`src/rtl/aes_round_sequencer.sv`:
```
// Purpose  : sequences one AES-128 encryption through the combinational ops unit, one op per cycle.
// Latency  : ciphertext and a one-cycle done pulse 50 cycles after start is accepted.
// Backpres.: start is only sampled in IDLE; while busy it is ignored, not queued.
// Ports    : clk/rst_n (async active-low); start, plaintext, key in; busy, done, ciphertext, round_o out;
//            ops_operand1/ops_operand2/ops_select drive the ops unit, ops_result returns its output.
//            Block words: word[0] carries bytes 0..3, MSB = byte 0.
module aes_round_sequencer #(
  parameter int regSize    = 32,
  parameter int vecSize    = 4,
  parameter int NUM_ROUNDS = 10
) (
  input  logic                              clk,
  input  logic                              rst_n,
  input  logic                              start,
  input  logic [vecSize-1:0][regSize-1:0]   plaintext,
  input  logic [vecSize-1:0][regSize-1:0]   key,
  output logic                              busy,
  output logic                              done,
  output logic [vecSize-1:0][regSize-1:0]   ciphertext,
  output logic [3:0]                        round_o,
  output logic [vecSize-1:0][regSize-1:0]   ops_operand1,
  output logic [vecSize-1:0][regSize-1:0]   ops_operand2,
  output logic [2:0]                        ops_select,
  input  logic [vecSize-1:0][regSize-1:0]   ops_result
);

  localparam logic [2:0] S_IDLE   = 3'd0;
  localparam logic [2:0] S_ARK0   = 3'd1;
  localparam logic [2:0] S_KEYEXP = 3'd2;
  localparam logic [2:0] S_SUB    = 3'd3;
  localparam logic [2:0] S_SHIFT  = 3'd4;
  localparam logic [2:0] S_MIX    = 3'd5;
  localparam logic [2:0] S_ARK    = 3'd6;
  localparam logic [2:0] S_FIN    = 3'd7;

  localparam logic [2:0] OP_NOP    = 3'b000;
  localparam logic [2:0] OP_KEYEXP = 3'b001;
  localparam logic [2:0] OP_SUB    = 3'b010;
  localparam logic [2:0] OP_SHIFT  = 3'b011;
  localparam logic [2:0] OP_MIX    = 3'b100;
  localparam logic [2:0] OP_ARK    = 3'b101;

  localparam logic [3:0] LAST_ROUND = 4'(NUM_ROUNDS);

  logic [2:0]                      fsm;
  logic [vecSize-1:0][regSize-1:0] state_q;
  logic [vecSize-1:0][regSize-1:0] rkey_q;
  logic [3:0]                      round_q;

  assign round_o = round_q;

  always_ff @(posedge clk or negedge rst_n) begin
    if (!rst_n) begin
      fsm        <= S_IDLE;
      state_q    <= '0;
      rkey_q     <= '0;
      round_q    <= 4'd0;
      busy       <= 1'b0;
      done       <= 1'b0;
      ciphertext <= '0;
    end else begin
      case (fsm)
        S_IDLE: begin
          if (start) begin
            state_q <= plaintext;
            rkey_q  <= key;
            round_q <= 4'd0;
            busy    <= 1'b1;
            fsm     <= S_ARK0;
          end
        end
        S_ARK0: begin
          state_q <= ops_result;
          round_q <= 4'd1;
          fsm     <= S_KEYEXP;
        end
        S_KEYEXP: begin
          rkey_q <= ops_result;
          fsm    <= S_SUB;
        end
        S_SUB: begin
          state_q <= ops_result;
          fsm     <= S_SHIFT;
        end
        S_SHIFT: begin
          state_q <= ops_result;
          // The final round has no MixColumns step.
          fsm     <= (round_q < LAST_ROUND) ? S_MIX : S_ARK;
        end
        S_MIX: begin
          state_q <= ops_result;
          fsm     <= S_ARK;
        end
        S_ARK: begin
          state_q <= ops_result;
          if (round_q < LAST_ROUND) begin
            round_q <= round_q + 4'd1;
            fsm     <= S_KEYEXP;
          end else begin
            ciphertext <= ops_result;
            done       <= 1'b1;
            fsm        <= S_FIN;
          end
        end
        S_FIN: begin
          done    <= 1'b0;
          busy    <= 1'b0;
          round_q <= 4'd0;
          fsm     <= S_IDLE;
        end
        default: begin
          done    <= 1'b0;
          busy    <= 1'b0;
          round_q <= 4'd0;
          fsm     <= S_IDLE;
        end
      endcase
    end
  end

  // Operand/select decode for the ops unit; its result is captured on the next edge.
  always_comb begin
    ops_select   = OP_NOP;
    ops_operand1 = '0;
    ops_operand2 = '0;
    case (fsm)
      S_ARK0, S_ARK: begin
        ops_select   = OP_ARK;
        ops_operand1 = state_q;
        ops_operand2 = rkey_q;
      end
      S_KEYEXP: begin
        ops_select      = OP_KEYEXP;
        ops_operand1    = rkey_q;
        // Round number selects the Rcon constant inside the ops unit.
        ops_operand2[0] = {{(regSize-4){1'b0}}, round_q};
      end
      S_SUB: begin
        ops_select   = OP_SUB;
        ops_operand1 = state_q;
      end
      S_SHIFT: begin
        ops_select   = OP_SHIFT;
        ops_operand1 = state_q;
      end
      S_MIX: begin
        ops_select   = OP_MIX;
        ops_operand1 = state_q;
      end
      default: begin
        ops_select   = OP_NOP;
        ops_operand1 = '0;
        ops_operand2 = '0;
      end
    endcase
  end

endmodule
```
`config.mk`:
```
export PLATFORM = sky130hd
export DESIGN_NAME = aes_round_sequencer
export DESIGN_NICKNAME = d
export VERILOG_FILES = /design/src/rtl/aes_round_sequencer.sv
export SDC_FILE = /design/constraint.sdc
export NUM_CORES = 1
export LEC_CHECK = 0
export ABC_AREA = 1
export CORE_AREA = 8 8 299 301
export DETAILED_ROUTE_END_ITERATION = 12
export DIE_AREA = 0 0 307 309
export SLEW_MARGIN = 20
export SYNTH_ARGS = -nofsm -noshare
export SYNTH_HDL_FRONTEND = slang
export SYNTH_SLANG_ARGS = --single-unit
export TNS_END_PERCENT = 5
```
`constraint.sdc`:
```
create_clock -name clk -period 3.1 [get_ports clk]
set_clock_uncertainty 0.1 [all_clocks]
set_input_delay 0.31 -clock clk [delete_from_list [all_inputs] [get_ports clk]]
set_output_delay 0.31 -clock clk [all_outputs]
set_load 0.005 [all_outputs]
```
==> impl_metrics.env <==
export IMPL_via_per_inst=4.48
export IMPL_status="completed"
export IMPL_place_inst=4530
export IMPL_yosys_warnings=0
export IMPL_finalWirelength_mm=94.1
export IMPL_syn_nets=3100
export IMPL_cts_sinks=393
export IMPL_port_buffer_count=779
export IMPL_die_area_mm2=0.0949
export IMPL_slew_viol_final=0
export IMPL_timing_hold_ws_ns=0.225
export IMPL_rows=107
export IMPL_start_util_pct=23.4
export IMPL_synth_most_common_cell="nand2_1"
export IMPL_wl_per_cell_um=20.3
export IMPL_synth_seq_cells=393
export IMPL_path_class="flip-flop to output pin"
export IMPL_cts_root_buf="clkbuf_16"
export IMPL_fin_setup_tns_ns=0
export IMPL_start_kind="flip-flop"
export IMPL_rsz0062_at_grt="yes"
export IMPL_final_cell_count_no_fill=4639
export IMPL_vias=20800
export IMPL_crit_slowest_cell="clkdlybuf4s50_1"
export IMPL_hold_class="primary input to flip-flop"
export IMPL_path_buf_inv=4
export IMPL_fin_crit_sh_pct=96.9
export IMPL_synthTopCellsByCount="925 x nand2_1, 393 x dfrtp_1, 370 x o21ai_0, 272 x o21ai_1, 264 x inv_1"
export IMPL_crit_required_ns=2.69
export IMPL_cp_cell_sequence="nand2_1, clkinv_4, nand2_8, buf_12, buf_4, nand3_1, o21ai_0, clkdlybuf4s50_1"
export IMPL_peakVddDrop_mv=0.585
export IMPL_synth_area_mm2=0.0198
export IMPL_die_height_um=309
export IMPL_synthTopCellsByArea="dfrtp_1 50%, nand2_1 18%, o21ai_0 9.4%"
export IMPL_grt_pass1_vias=20700
export IMPL_drtIter0Drc=1491
export IMPL_dp_slack_ns=0.333
export IMPL_postSynth_asyncResetShare_pct=100
export IMPL_ys_flop_type="dfrtp_1"
export IMPL_htree_levels=2
export IMPL_layout_nets=3838
export IMPL_dr_pass1_iters=5
export IMPL_maxCapViolCount=0
export IMPL_layout_drive_gt1_share_pct=5.59
export IMPL_synth_edf_count=0
export IMPL_grt_max_degree=81
export IMPL_cts_buffers=47
export IMPL_io_pins=780
export IMPL_worst_pin_slew_ns=0.829
export IMPL_power_density_mw_per_mm2=961
export IMPL_end_kind="output pin"
export IMPL_slowest_delay_ns=0.56
export IMPL_grt_pass1_wl_mm=136
export IMPL_yosys_area_top_type="dfrtp_1"
export IMPL_leakage_nw=14.7
export IMPL_fmax_ghz=0.333
export IMPL_dpl_hpwl_mm=70.7
export IMPL_cts_buffer_depth=3
export IMPL_finalCriticalPeriod_ns=3.00
export IMPL_synth_cell_types=23
export IMPL_slew_headroom_pct=44.8
export IMPL_cp_top_family="buffers and inverters"
export IMPL_cts_tree="done"
export IMPL_drc=0
export IMPL_finalSetupViolations=0
export IMPL_grtUsageTotal_pct=18.8
export IMPL_power_w=0.0297
export IMPL_postSynthCellCount=2712
export IMPL_worst_skew_pair_late_latency_ns=0.57
export IMPL_die_w_um=307
export IMPL_area_delta_synth_final_pct=56.2
export IMPL_clkTransAtPathRegs_ns=0.06
export IMPL_antenna_left=0
export IMPL_antenna_found_initial=11
export IMPL_core_mm2=0.0846
export IMPL_seq_area_frac_synth_pct=49.7
export IMPL_finalHoldViolCount=0
export IMPL_overflow=0
export IMPL_gp_congestion=0.888
export IMPL_crit_fanout=12
export IMPL_worst_ep_arrival_time_ns=2.59
export IMPL_synth_top_area_share_pct=49.7
export IMPL_worst_slack_ns=0.0960
export IMPL_syn_area_per_cell_um2=7.30
[power breakdown]
part           switching [W]  internal [W]
Clock                0.00228       0.00320
Combinational        0.00982       0.00679
Sequential          0.000720       0.00688
[cells by family (layout without fill, tap and decap cells)]
kind of cell / count (synthesis) / in the layout / synth area share [%]
other: 0 / 8 / 0
adder cells (fa/ha/maj): 1 / 1 / 0.0632
AND/OR/NAND/NOR: 1202 / 1204 / 23.8
AO/OA/AOI/OAI: 648 / 648 / 16.4
buffers and inverters: 468 / 1241 / 10.0
flip-flops: 393 / 393 / 49.7
[registers in the layout, indices dropped and copies added (netlist names)]
signal	cells
busy	1
ciphertext	128
done	1
fsm	3
rkey_q	128
round_o	4
state_q	128
[worst register-to-register path: stages (launching register included)]
cell      delay [ns]
dfrtp_1         0.46
nand2_1         0.15
clkinv_4        0.13
nand2_4         0.25
nand2_8         0.30
nand2_8         0.10
inv_6           0.31
buf_4           0.46
nand2_1         0.13
nand2_1         0.08
[final timing paths]
path	slack, ns	from	to	cells after the start
setup / recovery	0.1	fsm[1]	ops_operand1[102]	8
hold / removal	0.22	ops_result[119]	ciphertext[119]	3
setup reg to reg	0.57	fsm[1]	state_q[109]	9
hold reg to reg	0.38	state_q[13]	state_q[13]	2
max in group asynchronous	1.70	rst_n	rkey_q[3]	4
min in group asynchronous	0.25	rst_n	rkey_q[25]	2
[timing repair]
action | 4_1_cts | 5_1_grt
hold endpoints to repair | 64 | 0
endpoints found under the setup margin | 248 | 34
hold buffers | 1 | 0
pin swaps | 3 | 0
resized for setup | 9 | 27
cloned | 2 | 0
buffers inserted | 12 | 0
[final cells by class]
| cell class | count | area [um^2] |
|---|---|---|
| diodes | 8 | 20.0 |
| clock buffers | 77 | 1420 |
| clock inverters | 9 | 75.1 |
| fillers | 8940 | 53700 |
| inverters | 270 | 1030 |
| multi-input cells | 1853 | 8070 |
| flip-flops and latches | 393 | 9840 |
| well taps | 1144 | 1430 |
| repair buffers | 885 | 9020 |
[metal layers]
layer  track usage, %  part of all wire [%]  vias to the layer above
met1             22.9                    41                     9805
met3             4.79                   7.5                      154
met2             31.9                    48                      764
met4             6.81                   3.8                        2
met5                0                 0.014                        -
li1                 -                     -                    10100
[through the flow]
step	cell area (um^2)	utilization (%)
global route	30900	36.5
CTS	30800	36.4
detailed placement	29100	34.4
finish	30900	36.5
global placement	29100	34.4
floorplan	19800	-
[layout by cell type (no fill, tap or decap), types with 4 or more instances in the layout]
cell	instances
dfrtp_1	391
diode_2	8
clkdlybuf4s50_1	755
clkbuf_1	19
nand2_1	923
clkinv_2	6
nor2_1	131
dlymetal6s2s_1	20
buf_12	30
o21ai_0	361
inv_1	264
clkbuf_16	49
buf_4	76
nand3_1	137
clkbuf_8	9
o21ai_1	280
o22ai_1	4
(Power assumes the default switching activity.)
